--- src/rtl/twiddle_pkg.sv ---
// Shared definitions for the twiddle generator: FP32 sign handling,
// sequencer state type and the stage field width.
package twiddle_pkg;

  localparam int unsigned FP32_W        = 32;
  localparam int unsigned FP32_SIGN_BIT = 31;
  localparam int unsigned STAGE_W       = 4;

  typedef enum logic [1:0] {
    ST_IDLE  = 2'd0,
    ST_RUN   = 2'd1,
    ST_DRAIN = 2'd2
  } seq_state_e;

  // Sign flip; a zero magnitude always comes out as +0 so no -0 reaches the multiplier.
  function automatic logic [FP32_W-1:0] fp_neg(input logic [FP32_W-1:0] x);
    logic [FP32_W-1:0] r;
    if (x[FP32_SIGN_BIT-1:0] == '0) r = '0;
    else r = {~x[FP32_SIGN_BIT], x[FP32_SIGN_BIT-1:0]};
    return r;
  endfunction

endpackage

--- src/rtl/twiddle_qtable.sv ---
// Quarter-wave sine table: DEPTH register entries, one write port, two
// combinational read ports. Contents are deliberately not reset.
// Ports: clk; i_wr_en/i_wr_addr/i_wr_data write port;
//        i_rd_addr_a/o_rd_data_a and i_rd_addr_b/o_rd_data_b read ports.
module twiddle_qtable
  import twiddle_pkg::*;
#(
  parameter int unsigned DATA_WIDTH = FP32_W,
  parameter int unsigned AW         = 5,
  parameter int unsigned DEPTH      = 17
) (
  input  logic                  clk,
  input  logic                  i_wr_en,
  input  logic [AW-1:0]         i_wr_addr,
  input  logic [DATA_WIDTH-1:0] i_wr_data,
  input  logic [AW-1:0]         i_rd_addr_a,
  output logic [DATA_WIDTH-1:0] o_rd_data_a,
  input  logic [AW-1:0]         i_rd_addr_b,
  output logic [DATA_WIDTH-1:0] o_rd_data_b
);

  logic [DATA_WIDTH-1:0] r_mem [DEPTH];

  // Writes beyond the last entry are ignored.
  always_ff @(posedge clk) begin
    if (i_wr_en && (32'(i_wr_addr) < DEPTH)) r_mem[i_wr_addr] <= i_wr_data;
  end

  assign o_rd_data_a = r_mem[i_rd_addr_a];
  assign o_rd_data_b = r_mem[i_rd_addr_b];

endmodule

--- src/rtl/twiddle_gen_seq.sv ---
// Twiddle generator W_N^k = cos(2*pi*k/N) - j*sin(2*pi*k/N) rebuilt from a
// loadable quarter-wave table, with direct lookup and a radix-2 DIF stage
// sequencer feeding a 2-stage valid/ready pipeline.
// Ports: clk, rst (async high); wr_ena/wr_addr/wr_data table load;
//        rd_req/rd_idx/rd_ack direct lookup; start/stage/busy/done sequencer;
//        err reject pulse; out_valid/out_ready/out_re/out_im twiddle output.
module twiddle_gen_seq
  import twiddle_pkg::*;
#(
  parameter int unsigned DATA_WIDTH = 32,
  parameter int unsigned LOG2N      = 6,
  parameter int unsigned TBL_AW     = LOG2N - 1
) (
  input  logic                  clk,
  input  logic                  rst,
  input  logic                  wr_ena,
  input  logic [TBL_AW-1:0]     wr_addr,
  input  logic [DATA_WIDTH-1:0] wr_data,
  input  logic                  rd_req,
  input  logic [LOG2N-2:0]      rd_idx,
  output logic                  rd_ack,
  input  logic                  start,
  input  logic [STAGE_W-1:0]    stage,
  output logic                  busy,
  output logic                  done,
  output logic                  err,
  output logic                  out_valid,
  input  logic                  out_ready,
  output logic [DATA_WIDTH-1:0] out_re,
  output logic [DATA_WIDTH-1:0] out_im
);

  localparam int unsigned KW   = LOG2N - 1;
  localparam int unsigned QTR  = 1 << (LOG2N - 2);
  localparam int unsigned HALF = 1 << (LOG2N - 1);

  seq_state_e            r_state, w_state_nxt;
  logic [KW-1:0]         r_j, w_j_nxt;
  logic [STAGE_W-1:0]    r_stage, w_stage_nxt;
  logic                  r_done, w_done_nxt;
  logic                  r_err, w_err_nxt;
  logic                  w_seq_issue;

  logic                  r_s1_valid, r_s1_quad;
  logic [DATA_WIDTH-1:0] r_s1_a, r_s1_b;
  logic                  r_out_valid;
  logic [DATA_WIDTH-1:0] r_out_re, r_out_im;

  logic                  w_stall, w_fire, w_rd_ack, w_issue, w_quad;
  logic [KW-1:0]         w_k, w_k_seq, w_j_last;
  logic [KW-2:0]         w_r;
  logic [TBL_AW-1:0]     w_addr_a, w_addr_b;
  logic [DATA_WIDTH-1:0] w_rd_a, w_rd_b;

  // A held output freezes the whole pipeline and the sequencer.
  assign w_stall  = r_out_valid & ~out_ready;
  assign w_fire   = r_out_valid & out_ready;
  assign w_rd_ack = rd_req & (r_state == ST_IDLE) & ~w_stall & ~start;

  assign w_k_seq  = r_j << r_stage;
  assign w_j_last = KW'((HALF >> r_stage) - 32'd1);
  assign w_issue  = w_seq_issue | w_rd_ack;
  assign w_k      = w_seq_issue ? w_k_seq : rd_idx;

  // Port A reads Q[r], port B reads Q[N/4-r]; quadrant picks roles in S2.
  assign w_quad   = w_k[KW-1];
  assign w_r      = w_k[KW-2:0];
  assign w_addr_a = TBL_AW'(w_r);
  assign w_addr_b = TBL_AW'(QTR) - TBL_AW'(w_r);

  twiddle_qtable #(
    .DATA_WIDTH (DATA_WIDTH),
    .AW         (TBL_AW),
    .DEPTH      (QTR + 1)
  ) u_qtable (
    .clk         (clk),
    .i_wr_en     (wr_ena & (r_state == ST_IDLE)),
    .i_wr_addr   (wr_addr),
    .i_wr_data   (wr_data),
    .i_rd_addr_a (w_addr_a),
    .o_rd_data_a (w_rd_a),
    .i_rd_addr_b (w_addr_b),
    .o_rd_data_b (w_rd_b)
  );

  // Sequencer next-state and pulse logic.
  always_comb begin
    w_state_nxt = r_state;
    w_j_nxt     = r_j;
    w_stage_nxt = r_stage;
    w_seq_issue = 1'b0;
    w_done_nxt  = 1'b0;
    w_err_nxt   = wr_ena & (r_state != ST_IDLE);
    case (r_state)
      ST_IDLE: begin
        if (start) begin
          if (stage < STAGE_W'(LOG2N)) begin
            w_state_nxt = ST_RUN;
            w_j_nxt     = '0;
            w_stage_nxt = stage;
          end else begin
            w_err_nxt = 1'b1;
          end
        end
      end
      ST_RUN: begin
        if (!w_stall) begin
          w_seq_issue = 1'b1;
          if (r_j == w_j_last) w_state_nxt = ST_DRAIN;
          else w_j_nxt = r_j + KW'(1);
        end
      end
      ST_DRAIN: begin
        // Last twiddle is the one leaving S2 with nothing behind it.
        if (w_fire && !r_s1_valid) begin
          w_state_nxt = ST_IDLE;
          w_done_nxt  = 1'b1;
        end
      end
      default: w_state_nxt = ST_IDLE;
    endcase
  end

  // Sequencer state register.
  always_ff @(posedge clk or posedge rst) begin
    if (rst) begin
      r_state <= ST_IDLE;
      r_j     <= '0;
      r_stage <= '0;
      r_done  <= 1'b0;
      r_err   <= 1'b0;
    end else begin
      r_state <= w_state_nxt;
      r_j     <= w_j_nxt;
      r_stage <= w_stage_nxt;
      r_done  <= w_done_nxt;
      r_err   <= w_err_nxt;
    end
  end

  // S1 captures table reads; S2 applies quadrant signs.
  always_ff @(posedge clk or posedge rst) begin
    if (rst) begin
      r_s1_valid  <= 1'b0;
      r_s1_quad   <= 1'b0;
      r_s1_a      <= '0;
      r_s1_b      <= '0;
      r_out_valid <= 1'b0;
      r_out_re    <= '0;
      r_out_im    <= '0;
    end else if (!w_stall) begin
      r_s1_valid  <= w_issue;
      r_s1_quad   <= w_quad;
      r_s1_a      <= w_rd_a;
      r_s1_b      <= w_rd_b;
      r_out_valid <= r_s1_valid;
      r_out_re    <= r_s1_quad ? fp_neg(r_s1_a) : r_s1_b;
      r_out_im    <= r_s1_quad ? fp_neg(r_s1_b) : fp_neg(r_s1_a);
    end
  end

  assign rd_ack    = w_rd_ack;
  assign busy      = (r_state != ST_IDLE);
  assign done      = r_done;
  assign err       = r_err;
  assign out_valid = r_out_valid;
  assign out_re    = r_out_re;
  assign out_im    = r_out_im;

endmodule

--- config.mk ---
export PLATFORM = sky130hd
export DESIGN_NAME = twiddle_gen_seq
export DESIGN_NICKNAME = d
export VERILOG_FILES = /design/src/rtl/twiddle_pkg.sv /design/src/rtl/twiddle_qtable.sv /design/src/rtl/twiddle_gen_seq.sv
export SDC_FILE = /design/constraint.sdc
export NUM_CORES = 1
export LEC_CHECK = 0
export BUFFER_PORTS_ARGS = -buffer_cell sky130_fd_sc_hd__buf_2
export CORE_AREA = 3 3 343 345
export CTS_CLUSTER_DIAMETER = 200
export DETAILED_ROUTE_END_ITERATION = 10
export DIE_AREA = 0 0 346 348
export PLACE_DENSITY_LB_ADDON = 0.3
export SLEW_MARGIN = 20
export SYNTH_ARGS = -nofsm -noshare
export SYNTH_HDL_FRONTEND = slang
export SYNTH_SLANG_ARGS = --single-unit
--- constraint.sdc ---
create_clock -name clk -period 6.23 [get_ports clk]
set_input_delay 0.3115 -clock clk [delete_from_list [all_inputs] [get_ports clk]]
set_output_delay 0.3115 -clock clk [all_outputs]
set_load 0.01 [all_outputs]
==> results of run 1 <==
## cells in the final DEF, fill, tap and decap left out, types with 43 or more instances in the layout
cell       instances
a211oi_1          61
a21oi_1          134
a221oi_1          77
a22oi_1           64
and3_1            59
buf_2            120
buf_4             43
clkbuf_16         79
dfrtp_1          143
edfxtp_1         544
mux2i_1           85
mux4_2            64
nand2_1          479
nand3_1          144
nand4_1           47
nor2_1           110
nor3_1            79
o21ai_0           82
## per-layer routing
| metal | GRT usage [%] | wire length (µm) | share of wire [%] |
|---|---|---|---|
| met1 | 22.04 | 44030 | 41 |
| met3 | 4.682 | 9302 | 8.7 |
| met5 | 0 | 55 | 0.051 |
| met4 | 6.645 | 3811 | 3.6 |
| met2 | 28.00 | 49850 | 47 |
## what timing repair did
action                    in CTS  in global routing
hold endpoints to repair      57                  0
resized for setup              0                  0
hold buffers                   8                  0
## flip-flops by register name, indices dropped and copies added (netlist names)
register        cells
r_s1_b             32
err                 1
done                1
r_j                 5
out_im             32
r_s1_valid          1
out_re             32
u_qtable.r_mem    544
r_s1_quad           1
r_s1_a             32
r_stage             4
r_state             2
out_valid           1
## metrics by stage
stage | total power [mW] | setup WS, ps | utilization, % | instances | area, µm²
after floorplan | 11.00 | 1412 | - | 2700 | 32110
after global placement | 13.52 | 1855 | 29.91 | 4145 | 34240
after detailed placement | 13.58 | 1815 | 29.91 | 4145 | 34240
after CTS | 18.18 | 1794 | 32.19 | 4294 | 36860
after global routing | 19.08 | 1603 | 32.20 | 4295 | 36870
final | 18.12 | 1824 | 32.21 | 4300 | 36880
## path summary, 6_finish.rpt
path / slack [ps] / depth (start not counted) / to / from
worst max-delay path: 1820 / 9 / r_s1_b[13] / r_stage[0]
worst min-delay path: 80 / 1 / u_qtable.r_mem[3][7] / wr_data[7]
worst max register to register: 1820 / 9 / r_s1_b[13] / r_stage[0]
worst min register to register: 470 / 2 / out_re[29] / out_re[29]
max in group asynchronous: 4550 / 4 / r_s1_quad / rst
min in group asynchronous: 310 / 3 / r_s1_b[8] / rst
## cell usage after synthesis (all sizes together), types with 29 or more instances
| cell type | count | area (µm²) |
|---|---|---|
| edfxtp | 544 | 16340 |
| nand2 | 482 | 1814 |
| dfrtp | 144 | 3603 |
| nand3 | 144 | 720.7 |
| clkbuf | 141 | 529.3 |
| a21oi | 134 | 670.6 |
| nor2 | 129 | 489.2 |
| buf | 95 | 499.2 |
| o21ai | 94 | 485.5 |
| mux2i | 85 | 850.8 |
| nor3 | 80 | 405.4 |
| a221oi | 77 | 674.4 |
| a22oi | 64 | 480.5 |
| mux4 | 64 | 1441 |
| a211oi | 61 | 457.9 |
| and3 | 60 | 375.4 |
| nand4 | 49 | 319.0 |
| a31oi | 34 | 212.7 |
| a311oi | 32 | 280.3 |
| and2 | 29 | 181.4 |
## power by group
group / switching, mW / total [mW] / internal [mW] / leakage (nW)
sequential: 0.759 / 6.23 / 5.47 / 6.61
combinational: 4.72 / 7.30 / 2.58 / 4.74
clock: 1.88 / 4.59 / 2.71 / 1.24
## final cells by class
cell class / instances / area, µm² / area share (%)
diodes: 6 / 15.01 / 0.04071
multi-input cells: 1767 / 11320 / 30.69
inverters: 9 / 51.30 / 0.1391
well taps: 1512 / 1892 / 5.130
clock inverters: 35 / 390.4 / 1.059
flip-flops and latches: 688 / 19940 / 54.07
clock buffers: 106 / 2148 / 5.825
repair buffers: 177 / 1124 / 3.047
## cell families after synthesis
logic type	count (synthesis)
AOI/OAI and AO/OA	547
DFF	688
xor gates and xnor gates	4
and+or+nand+nor	1058
buffers and inverters	245
muxes	155
adders and majority gates	3
==> out/results.ini, run 1 <==
[worst_setup_path]
worstPathArrival_ps=4950
crit_path_top_delay_cell=a31o_4
worstPathCellList=mux2_2 -> nand4_2 -> nand2_8 -> inv_6 -> a31o_4 -> nand2_2 -> buf_12 -> or4_1 -> nand4_1
critPathRequiredTime_ps=6780
path_max_fanout=97
worst_setup_path_end_kind=flop
max_stage_delay_ps=750
path_class=flop to flop
cp_num_buf_inv=2
crit_family=simple AND/OR/NAND/NOR gates
cp-start-kind=flop

[logic_synthesis]
synth_area_per_cell_um2=11.89
synthMuxAreaShare_pct=7.348
synth_top_family_by_area=simple AND/OR/NAND/NOR gates
ys_types=66
synth-simple-area-share_pct=15.43
synth-seq-cells=688
synth_flop_cell=edfxtp_1
syn-num-nets=2755
yosys_warnings=0
synth_cells=2700
syn_area_mm2=0.03211
synth-xor-area-share_pct=0.1325
async_reset_ff_share_pct=20.93
synth_adder_area_share_pct=0.1169
synth_compound_area_share_pct=11.57
yosysSeqAreaShare_pct=62.09
synth_edf_count=544

[timing]
hold_viol_final=0
fin_setup_tns_ps=0
skew_ps=16.77
fin_crit_ps=4406
maxClockFrequency_mhz=227.0
drv_slew=0
period_share_pct=70.72
whs_ps=77.08
final-setup-viol-count=0
slew_headroom_pct=20.79
rsz0062_at_grt=false
worst_pin_slew_ps=1188

[pwr]
p_leak_nw=12.60
max-vdd-ir-drop_mv=0.3335
power.density_mw_per_mm2=491.3

[clock_network]
clockBufferDepth=3
cts_root_buf=clkbuf_16
cts_tree=yes
clk_latency_ps=630
clock_sinks=688
cts_setup_buffers=0
h-tree-depth=3
cts_buffers=76
clk_pin_slew_ps=60

[place]
io_buffers=120
place_hpwl_um=58360
gp_congestion=0.7751

[floorplan]
die_w_um=346
initial_core_util_pct=28.05
die_area_mm2=0.1204
core-area_mm2=0.1145
num_rows=124
io_pins=121
die_y_um=348

[final_layout]
area_delta_synth_final_pct=14.84
nNetsFinal=2774
fill_cells=11390
drive_gt1_share_pct=14.34

[route]
first_pass_iters=7
ant_nets=0
wirelength_um=107000
avgViaCountPerCell=5.411
wl_per_cell_um=24.89
drt_iter0_drc=2523
route.detailed.drc=0
vias=23268

[grt]
grt_pass1_wl_um=154900
grt_pass1_vias=22466
grt_start_max_net_pins=174
gr-total-overflow=0
antenna_found_initial=15
grt_use_total_pct=17.27

[run]
drv_cap=0

[worst_hold_path]
hold_path.class=input port to flop

[status]
status=finished clean

Power figures use the tool's default switching activity.
==> run 2, diff against run 1 <==
--- a/config.mk
+++ b/config.mk
@@ -5,11 +5,12 @@
 export SDC_FILE = /design/constraint.sdc
 export NUM_CORES = 1
 export LEC_CHECK = 0
+export ABC_AREA = 1
 export BUFFER_PORTS_ARGS = -buffer_cell sky130_fd_sc_hd__buf_2
-export CORE_AREA = 3 3 343 345
+export CORE_AREA = 3 3 342 344
 export CTS_CLUSTER_DIAMETER = 200
 export DETAILED_ROUTE_END_ITERATION = 10
-export DIE_AREA = 0 0 346 348
+export DIE_AREA = 0 0 345 347
 export PLACE_DENSITY_LB_ADDON = 0.3
 export SLEW_MARGIN = 20
 export SYNTH_ARGS = -nofsm -noshare
==> constraint.sdc (replaced) <==
create_clock -name clk -period 4.4 [get_ports clk]
set_input_delay 0.22 -clock clk [delete_from_list [all_inputs] [get_ports clk]]
set_output_delay 0.22 -clock clk [all_outputs]
set_load 0.01 [all_outputs]
==> out/results.ini, run 2 <==
[floorplan]
initial_core_util_pct=27.88  ; -0.17 points
die_area_mm2=0.1197  ; -0.58%
num_rows=124  ; unchanged
die_w_um=345  ; -0.29%
core-area_mm2=0.1142  ; -0.27%
die_y_um=347  ; -0.29%
io_pins=121  ; unchanged

[clock_network]
cts_root_buf=clkbuf_16
cts-resized-gates=0  ; unchanged
clk_latency_ps=630  ; about the same
h-tree-depth=3  ; unchanged
clk_pin_slew_ps=60  ; about the same
clock_sinks=688  ; unchanged
cts_tree=yes
clockBufferDepth=3  ; unchanged
cts_buffers=74  ; -2.6%

[pwr]
seqPwrFrac_pct=33.8  ; -0.6 points
power.density_mw_per_mm2=688.5  ; +40%
max-vdd-ir-drop_mv=0.5234  ; +57%
comb_power_share_pct=41.3  ; +1.0 points
p_leak_nw=14.25  ; +13%
switching_share_pct=43.03  ; +2.4 points
switchingPower_mw=10.84  ; +47%
clockPowerShare_pct=24.9  ; -0.4 points
p_int_mw=14.35  ; +33%

[logic_synthesis]
syn-num-nets=3338  ; +21%
synth_area_per_cell_um2=9.697  ; -18%
syn_area_mm2=0.03183  ; -0.87%
yosys_warnings=0  ; unchanged
yosysTopAreaCell=edfxtp_1
ys_types=36  ; -45%
yosysSeqAreaShare_pct=62.63  ; +0.55 points
synth_area_leaders=edfxtp_1 51%, nand3_1 13%, dfrtp_1 11%
yosys.area.top_type_share_pct=51.31  ; +0.45 points
yosysMostFrequentCell=nand2_1
synth_edf_count=544  ; unchanged
synth-seq-cells=688  ; unchanged
synth_cells=3283  ; +22%
ys_top_cells_by_count=864 x nand2_1, 840 x nand3_1, 544 x edfxtp_1, 160 x inv_1, 144 x dfrtp_1
async_reset_ff_share_pct=20.93  ; unchanged
synth_flop_cell=edfxtp_1

[timing]
hold_viol_final=0  ; unchanged
drv_slew=0  ; unchanged
fin_crit_ps=3766  ; -639.8 ps
worst_pin_slew_ps=1105  ; -83.09 ps
final-setup-viol-count=0  ; unchanged
skew_ps=23.31  ; +6.534 ps
whs_ps=33.03  ; -44.05 ps
period_share_pct=85.59  ; +15 points
slew_headroom_pct=26.33  ; +5.5 points
maxClockFrequency_mhz=265.5  ; +17%
fin_ws_ps=634.0  ; -1190 ps
fin_setup_tns_ps=0  ; unchanged
rsz0062_at_grt=false

[worst_setup_path]
crit-reg2reg-launch=r_state[1]
worstPathCellList=inv_1 -> nand2_2 -> nor2_4 -> nand3_4 -> nand2_8 -> inv_1 -> ha_4 -> nand3_1 -> nand2_2 -> inv_2 -> buf_4 -> nand3_1 -> nand3_1 -> nand3_1 -> a21oi_1
crit_path_top_delay_cell=inv_2
max_stage_delay_ps=650  ; -100 ps
critPathRequiredTime_ps=4950  ; -1830 ps
cp-start-kind=flop
rr_endpoint=r_s1_b[11]
worst_setup_path_end_kind=flop
crit_top_cell=nand3_1
worstPathArrival_ps=4310  ; -640 ps
path_max_fanout=39  ; -60%
reg2regPathDepth=15  ; +6
path_class=flop to flop
rrSetupSlack_ps=630  ; -1190 ps

[route]
wl_per_cell_um=21.50  ; -14%
wirelength_um=105200  ; -1.7%
avgViaCountPerCell=5.040  ; -6.9%
route.detailed.drc=0  ; unchanged
ant_nets=0  ; unchanged
first_pass_iters=5  ; -2
drt_iter0_drc=3009  ; +19%
vias=24672  ; +6.0%

[place]
place_hpwl_um=67400  ; +15%
io_buffers=120  ; unchanged
dp_slack_ps=688.8  ; -1126 ps
gp_congestion=0.8645  ; +12%
postPlaceCellArea_mm2=0.03400  ; -0.70%

[final_layout]
fin_util_pct=32.03  ; -0.18 points
layout_commonest_cell=nand2_1
stdcell_area_mm2=0.03657  ; -0.83%
regMostFlops=u_qtable.r_mem
area_delta_synth_final_pct=14.89  ; about the same
final_cell_mix=862 x nand2_1, 840 x nand3_1, 544 x edfxtp_1
largest_reg_flops=544  ; unchanged
nNetsFinal=3372  ; +22%
drive_gt1_share_pct=9.538  ; -4.8 points

[grt]
grt_pass1_wl_um=157400  ; +1.6%
gr-total-overflow=0  ; unchanged
antenna_found_initial=13  ; -2
grt_pass1_vias=22731  ; +1.2%
grt_use_total_pct=17.12  ; -0.15 points
grt_start_max_net_pins=200  ; +15%

[run]
drv_cap=0  ; unchanged

[worst_hold_path]
whs_endpoint=u_qtable.r_mem[9][5]
hold_path_depth=1  ; unchanged
min_from=wr_data[5]
hold_path.class=input port to flop

[status]
status=finished clean

==> run 2: changes by cell type after synthesis, sizes merged, moves of 73 or more <==
cell / delta
a221oi: -77
inv: +159
mux2i: -85
nand2: +388
nand3: +697
nand3b: +119
nor3: -76
o21ai: -73
==> run 2: critical path, delay by kind of cell (launching register included) <==
family	cells	cell delay, ps
flops	1	440
simple gates	9	1260
compound gates	1	200
fa+ha+maj	1	290
buf+inv	4	1440
==> run 2: worst max-delay path by stage <==
stage               slack [ps]  startpoint         end  depth (start not counted)
CTS                        660   out_valid  r_s1_b[24]                         16
global route               380   out_valid  r_s1_b[10]                         16
global placement           750  r_state[0]   r_s1_b[7]                         12
finish                     630  r_state[1]  r_s1_b[11]                         15
floorplan                  310         rst        done                          1
detailed placement         690   out_valid  r_s1_b[24]                         16
==> run 2: cells by family (layout without fill, tap and decap cells) <==
family          count (synthesis)  count (layout)  share of synthesized area (%)
simple gates                 2002            2002                          28.68
flops                         688             688                          62.63
buf+inv                       392             485                          5.125
compound gates                192             192                          3.278
xor+xnor                        6               6                         0.1651
fa+ha+maj                       3               3                         0.1179
other cells                     0               7                              0
==> run 2: metal layers <==
metal | track usage [%] | vias up | wire length [µm]
met1 | 26.18 | 11851 | 49070
li1 | - | 11457 | -
met2 | 24.39 | 1225 | 44050
met5 | 0 | - | 7
met4 | 4.405 | 2 | 2297
met3 | 3.555 | 137 | 9799
==> run 2: stage by stage <==
step / power (mW) / instances
finish: 25.18 / 4895
global route: 26.68 / 4891
CTS: 25.18 / 4888
detailed placement: 18.84 / 4739
global placement: 18.80 / 4739
floorplan: 15.04 / 3283
==> run 2: repair_timing <==
action | CTS | global route
buffers inserted | 0 | 0
hold endpoints to repair | 140 | 0
hold buffers | 14 | 0
==> run 2: area by class of cell <==
class | count | area (µm²)
tap | 1512 | 1892
inverter | 166 | 634.4
multi-input combinational | 2203 | 10470
clock inverter | 36 | 372.9
fill | 11697 | 77620
antenna | 7 | 17.52
timing repair buffer | 184 | 1204
sequential | 688 | 19940
clock buffer | 99 | 2041
==> run 2: power groups by stage <==
stage	combinational (mW)	clock [mW]	sequential, mW
detailed placement	10.2	0	8.66
finish	10.4	6.26	8.52
CTS	10.2	6.41	8.52
global route	11.4	6.66	8.61
global placement	10.1	0	8.65
floorplan	6.60	0	8.44
